[src/rtl/bus_arb_to_pkg.sv]
// Shared types and constants for the round-robin bus arbiter with ack timeout.
package bus_arb_to_pkg;

    // IDLE: bus unowned, arbitrating. OWN: granted master drives the bus.
    // ERR: timed-out owner keeps its grant but the bus is parked until it drops cyc.
    typedef enum logic [1:0] {
        ST_IDLE = 2'd0,
        ST_OWN  = 2'd1,
        ST_ERR  = 2'd2
    } arb_state_t;

    localparam logic [27:0] TO_DEFAULT = 28'd250;
    localparam logic [27:0] CNT_RELOAD = 28'd1;

endpackage

[src/rtl/bus_arb_to_rr_pick.sv]
// Combinational round-robin picker: first set request at or after the pointer,
// searching upward and wrapping. Returns a one-hot grant and its index.
module bus_arb_to_rr_pick #(
    parameter int NREQ = 4,
    parameter int PW   = 2
) (
    input  logic [NREQ-1:0] i_req,
    input  logic [PW-1:0]   i_ptr,
    output logic [NREQ-1:0] o_gnt,
    output logic [PW-1:0]   o_idx,
    output logic            o_any
);

    logic [PW-1:0] w_k;

    // Walk the requesters starting at the pointer; the first hit wins.
    always_comb begin
        o_gnt = '0;
        o_idx = '0;
        o_any = 1'b0;
        w_k   = '0;
        for (int i = 0; i < NREQ; i++) begin
            w_k = PW'((int'(i_ptr) + i) % NREQ);
            if (!o_any && i_req[w_k]) begin
                o_any      = 1'b1;
                o_gnt[w_k] = 1'b1;
                o_idx      = w_k;
            end
        end
    end

endmodule

[src/rtl/bus_arb_to.sv]
// Round-robin arbiter for NREQ bus masters onto one shared slave bus, with a
// per-strobe ack timeout that reports an error to the owning master.
//
//   state | meaning
//   IDLE  | bus unowned; pick next requester at/after pointer
//   OWN   | granted master muxed onto bus, ack/timeout routed to it
//   ERR   | owner timed out; grant held, bus parked until owner drops cyc
module bus_arb_to
    import bus_arb_to_pkg::*;
#(
    parameter int          NREQ = 4,
    parameter logic [27:0] pTO  = TO_DEFAULT
) (
    input  logic                 clk_i,
    input  logic                 rst_ni,
    input  logic [NREQ-1:0]      cyc_i,
    input  logic [NREQ-1:0]      stb_i,
    input  logic [NREQ-1:0]      we_i,
    input  logic [NREQ*32-1:0]   adr_i,
    input  logic [NREQ*32-1:0]   dat_i,
    output logic [NREQ-1:0]      gnt_o,
    output logic [NREQ-1:0]      ack_o,
    output logic [NREQ-1:0]      err_o,
    output logic [31:0]          dat_o,
    output logic                 m_cyc_o,
    output logic                 m_stb_o,
    output logic                 m_we_o,
    output logic [31:0]          m_adr_o,
    output logic [31:0]          m_dat_o,
    input  logic                 m_ack_i,
    input  logic [31:0]          m_dat_i
);

    localparam int PW = $clog2(NREQ);

    arb_state_t      r_state, w_state_nxt;
    logic [NREQ-1:0] r_gnt, w_gnt_nxt;
    logic [PW-1:0]   r_gidx, w_gidx_nxt;
    logic [PW-1:0]   r_ptr, w_ptr_nxt;
    logic [27:0]     r_cnt, w_cnt_nxt;

    logic [NREQ-1:0] w_pick_gnt;
    logic [PW-1:0]   w_pick_idx;
    logic            w_pick_any;
    logic [PW-1:0]   w_ptr_after;
    logic            w_own;
    logic            w_timeout;
    logic            w_g_cyc, w_g_stb, w_g_we;
    logic [31:0]     w_g_adr, w_g_dat;

    bus_arb_to_rr_pick #(
        .NREQ (NREQ),
        .PW   (PW)
    ) u_rr_pick (
        .i_req (cyc_i),
        .i_ptr (r_ptr),
        .o_gnt (w_pick_gnt),
        .o_idx (w_pick_idx),
        .o_any (w_pick_any)
    );

    // Select the granted master's bus signals; all zero when nobody is granted.
    always_comb begin
        w_g_cyc = 1'b0;
        w_g_stb = 1'b0;
        w_g_we  = 1'b0;
        w_g_adr = '0;
        w_g_dat = '0;
        for (int k = 0; k < NREQ; k++) begin
            if (r_gnt[k]) begin
                w_g_cyc = cyc_i[k];
                w_g_stb = stb_i[k];
                w_g_we  = we_i[k];
                w_g_adr = adr_i[32*k +: 32];
                w_g_dat = dat_i[32*k +: 32];
            end
        end
    end

    assign w_own       = (r_state == ST_OWN);
    assign w_ptr_after = (r_gidx == PW'(NREQ - 1)) ? '0 : r_gidx + PW'(1);

    assign m_cyc_o = w_own & w_g_cyc;
    assign m_stb_o = w_own & w_g_stb;
    assign m_we_o  = w_g_we;
    assign m_adr_o = w_g_adr;
    assign m_dat_o = w_g_dat;
    assign dat_o   = m_dat_i;
    assign gnt_o   = r_gnt;

    // A same-cycle ack beats the timeout, so ack is excluded here.
    assign w_timeout = m_cyc_o && m_stb_o && !m_ack_i && (r_cnt == pTO);
    assign ack_o     = w_own ? (r_gnt & {NREQ{m_ack_i}}) : '0;
    assign err_o     = w_timeout ? r_gnt : '0;

    // Stall counter restarts whenever the owner is not waiting on an ack; saturates at pTO.
    always_comb begin
        w_cnt_nxt = r_cnt;
        if (m_ack_i || !m_stb_o || !w_own) begin
            w_cnt_nxt = CNT_RELOAD;
        end else if (r_cnt < pTO) begin
            w_cnt_nxt = r_cnt + 28'd1;
        end
    end

    // Next-state logic: arbitrate in IDLE, hold the grant until the owner drops cyc.
    always_comb begin
        w_state_nxt = r_state;
        w_gnt_nxt   = r_gnt;
        w_gidx_nxt  = r_gidx;
        w_ptr_nxt   = r_ptr;
        case (r_state)
            ST_IDLE: begin
                if (w_pick_any) begin
                    w_gnt_nxt   = w_pick_gnt;
                    w_gidx_nxt  = w_pick_idx;
                    w_state_nxt = ST_OWN;
                end
            end
            ST_OWN, ST_ERR: begin
                if (!w_g_cyc) begin
                    w_gnt_nxt   = '0;
                    w_ptr_nxt   = w_ptr_after;
                    w_state_nxt = ST_IDLE;
                end else if (w_timeout) begin
                    w_state_nxt = ST_ERR;
                end
            end
            default: begin
                w_gnt_nxt   = '0;
                w_state_nxt = ST_IDLE;
            end
        endcase
    end

    // State, grant, pointer and stall counter registers.
    always_ff @(posedge clk_i or negedge rst_ni) begin
        if (!rst_ni) begin
            r_state <= ST_IDLE;
            r_gnt   <= '0;
            r_gidx  <= '0;
            r_ptr   <= '0;
            r_cnt   <= CNT_RELOAD;
        end else begin
            r_state <= w_state_nxt;
            r_gnt   <= w_gnt_nxt;
            r_gidx  <= w_gidx_nxt;
            r_ptr   <= w_ptr_nxt;
            r_cnt   <= w_cnt_nxt;
        end
    end

endmodule

[config.mk]
export PLATFORM = sky130hd
export DESIGN_NAME = bus_arb_to
export DESIGN_NICKNAME = d
export VERILOG_FILES = /design/src/rtl/bus_arb_to_pkg.sv /design/src/rtl/bus_arb_to_rr_pick.sv /design/src/rtl/bus_arb_to.sv
export SDC_FILE = /design/constraint.sdc
export NUM_CORES = 1
export LEC_CHECK = 0
export CORE_AREA = 4 4 158 160
export CTS_CLUSTER_SIZE = 14
export DETAILED_ROUTE_END_ITERATION = 12
export DIE_AREA = 0 0 162 164
export PLACE_DENSITY = 0.61
export RECOVER_POWER = 25
export SYNTH_ARGS = -nofsm -noshare
export SYNTH_HDL_FRONTEND = slang
export SYNTH_HIERARCHICAL = 1
export SYNTH_SLANG_ARGS = --single-unit
[constraint.sdc]
create_clock -name clk_i -period 3.5 [get_ports clk_i]
set_input_delay 0.525 -clock clk_i [delete_from_list [all_inputs] [get_ports clk_i]]
set_output_delay 0.525 -clock clk_i [all_outputs]
set_load 0.02 [all_outputs]
After elaboration in Yosys (flattened, before gate mapping)
Index checks and enable logic that the tools add are counted.
Storage, ports and cells
  logic and storage cells: 118
  input port bits: 303
  register bits: 38
  output and inout bits: 111
Operators by class
  reductions and logical operators: 25
  magnitude comparators: 9
  muxes and demuxes: 60
  eq/ne operators: 7
  $add $sub $neg: 5
  bitwise operators: 7
Operators by type and width (count)
  32-bit 2-to-1 mux: 8
  28-bit 2-to-1 mux: 2
  4-bit 2-to-1 mux: 8
  28-bit by 1-bit adder with 28-bit output, second input constant: 1
  28-bit by 8-bit equality test with 1-bit output, second input constant: 1
  28-bit by 8-bit < comparator with 1-bit output, second input constant: 1
  1-bit 2-to-1 mux: 24
  2-bit 2-to-1 mux: 8
  2-bit by 3-bit < comparator with 1-bit output, second input constant: 4
  4-bit bitwise OR: 3
  1-bit logical AND: 10
  1-bit binary-select mux with 2-bit select: 4
  1-bit demux with 2-bit select: 4
  2-bit by 1-bit >= comparator with 1-bit output, second input constant: 4
  4-bit one-hot mux with 2 select lines: 1
  2-bit AND reduction: 4
  1-bit logical NOT: 6
  2-bit by 1-bit adder with 2-bit output, second input constant: 2
  2-bit adder, second input constant: 2
  4-bit bitwise AND: 1
  2-bit equality test, second input constant: 2
  2-bit one-hot mux with 2 select lines: 1
  3-bit inequality test, second input constant: 1
  1-bit bitwise AND: 2
  8 further kinds: 9

Longest topological paths before layout
  word-level depth: 14
  mapped depth: 13
  mapped depth without buffers: 10

Cells and area by module
Netlist, hierarchy kept.
By module, submodules not included
  bus_arb_to: area each 3799.9 sq um, seq. area each 952.2 sq um, times used 1, cells an instance 516
  bus_arb_to_rr_pick: area each 419.2 sq um, seq. area each 0.0 sq um, times used 1, cells an instance 45

Worst setup path before layout
OpenSTA, ideal clock, no wires.
  kind: reg2reg
  from: reg r_ptr[0]
  to: reg r_state[0]
  setup time: 0.135 ns
  required time: 3.365 ns
  clock period less this slack: 2.611 ns
  path slack: 0.889 ns
  path buffers: 3
  cell stages (with the launch flop): 14
  data arrival time: 2.476 ns
  cells stage by stage: dfrtp_1 -> buf_6 -> inv_1 -> ha_1 -> mux4_2 -> buf_6 -> nor3_1 -> nand2b_1 -> nor2b_1 -> a31oi_1 -> o31a_1 -> clkbuf_1 -> o21ai_0 -> o211ai_1
Between the ends
  longest elaborated chain between the ends: 14
  elaborated cells on any way between the ends: 23
  those cells by class: add/sub (3); eq/ne (1); mux (12); reduce/logical (7)
Ends and longest elaborated chain
  start, declared: line bus_arb_to.sv:39  | logic [PW-1:0] r_ptr, w_ptr_nxt;
  start signal, assigned: line bus_arb_to.sv:148  | r_ptr <= w_ptr_nxt;
  parallel branches: the longest is 11 deep, another holds 2-bit by 1-bit adder with 2-bit output
  1-bit 2-to-1 mux (*): line bus_arb_to_rr_pick.sv:24  | if (!o_any && i_req[w_k]) begin
  named net w_pick_any: line bus_arb_to.sv:44  | logic w_pick_any;
  2-bit by 1-bit inequality test with 1-bit output (no line) (*)
  2-bit AND reduction (no line) (*)
  end signal, assigned: line bus_arb_to.sv:145  | r_state <= w_state_nxt;
  end, declared: line bus_arb_to.sv:36  | arb_state_t r_state, w_state_nxt;
Mark *: on every way through the listed nets, which the timed path passes. The select of a mux whose other input is x is not followed.
A chain may end at the register's enable or synchronous reset.

Worst setup path after layout
  from: in cyc_i[0]
  to: out err_o[0]
Between the ends
  longest elaborated chain between the ends: 9
Ends and longest elaborated chain
  start, declared: line bus_arb_to.sv:16  | input logic [NREQ-1:0] cyc_i,
  1-bit 2-to-1 mux (4 in a row): line bus_arb_to.sv:70  | if (r_gnt[k]) begin
  1-bit bitwise AND: line bus_arb_to.sv:83  | assign m_cyc_o = w_own & w_g_cyc;
  1-bit logical AND (3 in a row): line bus_arb_to.sv:92  | assign w_timeout = m_cyc_o && m_stb_o && !m_ack_i && (r_cnt == pTO);
  4-bit 2-to-1 mux: line bus_arb_to.sv:94  | assign err_o = w_timeout ? r_gnt : '0;
  end, declared: line bus_arb_to.sv:23  | output logic [NREQ-1:0] err_o,
Every way passes these cells.

==> summary.txt <==
# rows: 56
Clock slew at reported path FFs: 0.06 ns
Synth unique cells: 54
MaxCap Viol Count: 1
Die outline width: 162 um
Port bufs: 349
Syn_nets: 874
Launch point of the worst reg-to-reg path: r_ptr[1]$_DFFE_PN0P_
Combinational share of power: 0.773
Skew-Pair Late Insertion Delay: 0.28 ns
Critical path, cell by cell: clkdlybuf4s50_1 > nand3b_1 > a211oi_2 > nand2_1 > inv_1 > nand4_1 > buf_4 > nor2_1 > clkdlybuf4s50_1
Setup WS pre-CTS: 0.0699 ns
Max Buffers Root-to-Sink: 2
Worst path slowest cell: clkdlybuf4s50_1
Status: finished, violations left
Failing checks: capacitance limit, slew limit
P_leak: 3.11 nW
Die Area: 0.0266 mm2
Fin util: 0.349
Crit-path max FO: 7
Syn Area/Cell: 7.52 um2
Via Count: 5582
Reg2reg end: r_state[0]$_DFFE_PN0P_
Post-Syn Instances: 561
Stages on worst setup path: 9
Mapped Area: 0.00422 mm2
Antenna violations before repair: 1
Critical Path Start Type: input pin
Sw power: 2.13 mW
I/O pin total: 414
Hold Crit Class: reg2reg
DR pass1 iterations: 5
Final wirelength: 25.5 mm
Int Pwr: 2.50 mW
HP Start: r_gidx[0]$_DFFE_PN0P_
Antenna viol nets, final: 0
GRT Total Usage: 0.174
Final TNS setup: 0 ns
Maximum vdd drop: 230 uV
Max incr delay on CP: 0.62 ns
Share of cells above drive strength 1: 0.0923
Sequential Power Share: 0.117
Post-CTS Setup Bufs: 0
Setup crit end kind: primary output
Initial Util: 0.180
Hold Vio Cnt, Final: 0
Die H: 164 um
Critical Path RT: 2.97 ns
Reg2Reg Depth: 10
WL/cell: 21.7 um
Arrival time at the worst endpoint: 2.84 ns
Synthesis Warnings: 6
Vias in the first global route: 5437
Worst setup path class: in2out
First-pass GRT wire length: 35.4 mm
Final count of pins violating max slew: 39
EDFF count, synth: 0
Sw Ratio: 0.460
Clk pwr share: 0.111
Commonest non-fill, non-tap cell in the layout: clkdlybuf4s50_1
Yosys reg bits: 38
Vias per cell: 4.75
Most frequent cells in the layout: clkdlybuf4s50_1 (327), o21ai_0 (141), nand2_1 (77)
Hold Path End: r_ptr[0]$_DFFE_PN0P_
Buf/Inv on CP: 4
Post-route worst setup slack: 0.134 ns
Slew @ Worst Pin: 2.07 ns
DR DRC count: 0
Delay-heaviest family, CP: buffers and inverters
Most used cell, CP: clkdlybuf4s50_1
DP HPWL: 20.8 mm
Maximum clock frequency: 297 MHz
Hold-critical path depth: 1
Num CTS Buffers: 5
Commonest register cell after synthesis: dfrtp_1
Area growth from synthesis to layout: 93.6%
1st-iter DRT viols: 511
Pin count of the biggest net entering global routing: 85
Async S/R FF share, synth: 1.00
Period Utilization, post-route: 0.962
Global placer's final weighted congestion: 0.841
Nets: 1168
CTS tree: done
Antenna Cells: 0
Power Density: 567 mW/mm2
Core region area: 0.0234 mm2
Grt ovf: 0
H-tree depth: 2
RSZ-0062 raised after global routing: false
Clock sinks: 38
Sequential area share after synthesis: 0.226
R2R setup slack: 0.86 ns
Root Driver: clkbuf_16
Final setup viols: 0
Fin crit period: 3.37 ns
Clock Skew: 0.00240 ns
Worst relative slew slack: -0.379
## cells in the mapped netlist (10+ instances only)
cell type,number,area [um2]
clkbuf_1,41,154
nor2_1,14,52.6
dfrtp_1,37,926
and3_1,23,144
nand3_1,11,55.1
buf_4,32,240
a221o_1,64,641
o21ai_0,141,706
ha_1,10,125
nand2_1,77,289
inv_1,14,52.6
## timing repair
action / 4_1_cts / 5_1_grt
gates resized for setup: 0 / 1
hold buffers: 0 / 0
setup endpoints to repair: 0 / 3
## kinds of logic (layout without fill, tap and decap cells)
| group | Yosys count | in the layout | synth area share |
|---|---|---|---|
| AO/OA/AOI/OAI | 239 | 239 | 0.379 |
| multiplexers | 10 | 10 | 0.0388 |
| AND/OR/NAND/NOR | 163 | 163 | 0.200 |
| adder cells (fa/ha/maj) | 10 | 10 | 0.0297 |
| XOR/XNOR | 2 | 2 | 0.00415 |
| buffers and inverters | 99 | 394 | 0.122 |
| flip-flops | 38 | 38 | 0.226 |
## metal layers
metal / global-route usage / up-vias / share of wire
li1: - / 2688 / -
met1: 0.229 / 2608 / 0.42
met2: 0.259 / 274 / 0.43
met3: 0.0974 / 10 / 0.14
met4: 0.0177 / 2 / 0.0045
met5: 0 / - / 0.00051
## sequential cells by signal, summed over array words and instances (netlist names)
register	count
gnt_o	4
r_cnt	28
r_state	2
r_gidx	2
r_ptr	2
## power groups by stage
stage	Combinational [mW]	Clock (mW)	Sequential [mW]
after CTS	3.62	0.526	0.541
final	3.58	0.513	0.540
after global placement	3.59	0	0.546
after global routing	3.88	0.543	0.547
after detailed placement	3.60	0	0.549
after floorplan	1.81	0	0.548
## through the flow
step | hold WS [ns] | instance area (um2) | cells | power, mW
2_1_floorplan | 0.229 | 4220 | 561 | 2.35
3_3_place_gp | 0.465 | 8000 | 1167 | 4.14
3_5_place_dp | 0.478 | 8000 | 1167 | 4.14
4_1_cts | 0.487 | 8170 | 1175 | 4.69
5_1_grt | 0.508 | 8170 | 1175 | 4.97
6_report | 0.481 | 8170 | 1175 | 4.63
## how the worst max path moves through the flow
stage | start | to
after detailed placement | cyc_i[0] | err_o[0]
final | cyc_i[0] | err_o[0]
after floorplan | r_ptr[0]$_DFFE_PN0P_ | r_state[0]$_DFFE_PN0P_
after global routing | cyc_i[0] | err_o[0]
after global placement | cyc_i[0] | err_o[1]
after CTS | cyc_i[0] | err_o[0]
## layout make-up
| type | count | area [um2] |
|---|---|---|
| Clock buffer | 5 | 125 |
| Clock inverter | 3 | 45.0 |
| Fill cell | 2494 | 15200 |
| Inverter | 14 | 52.6 |
| Multi-Input combinational cell | 424 | 2760 |
| Sequential cell | 38 | 958 |
| Tap cell | 319 | 399 |
| Timing Repair Buffer | 372 | 3820 |
(Power assumes the default switching activity.)
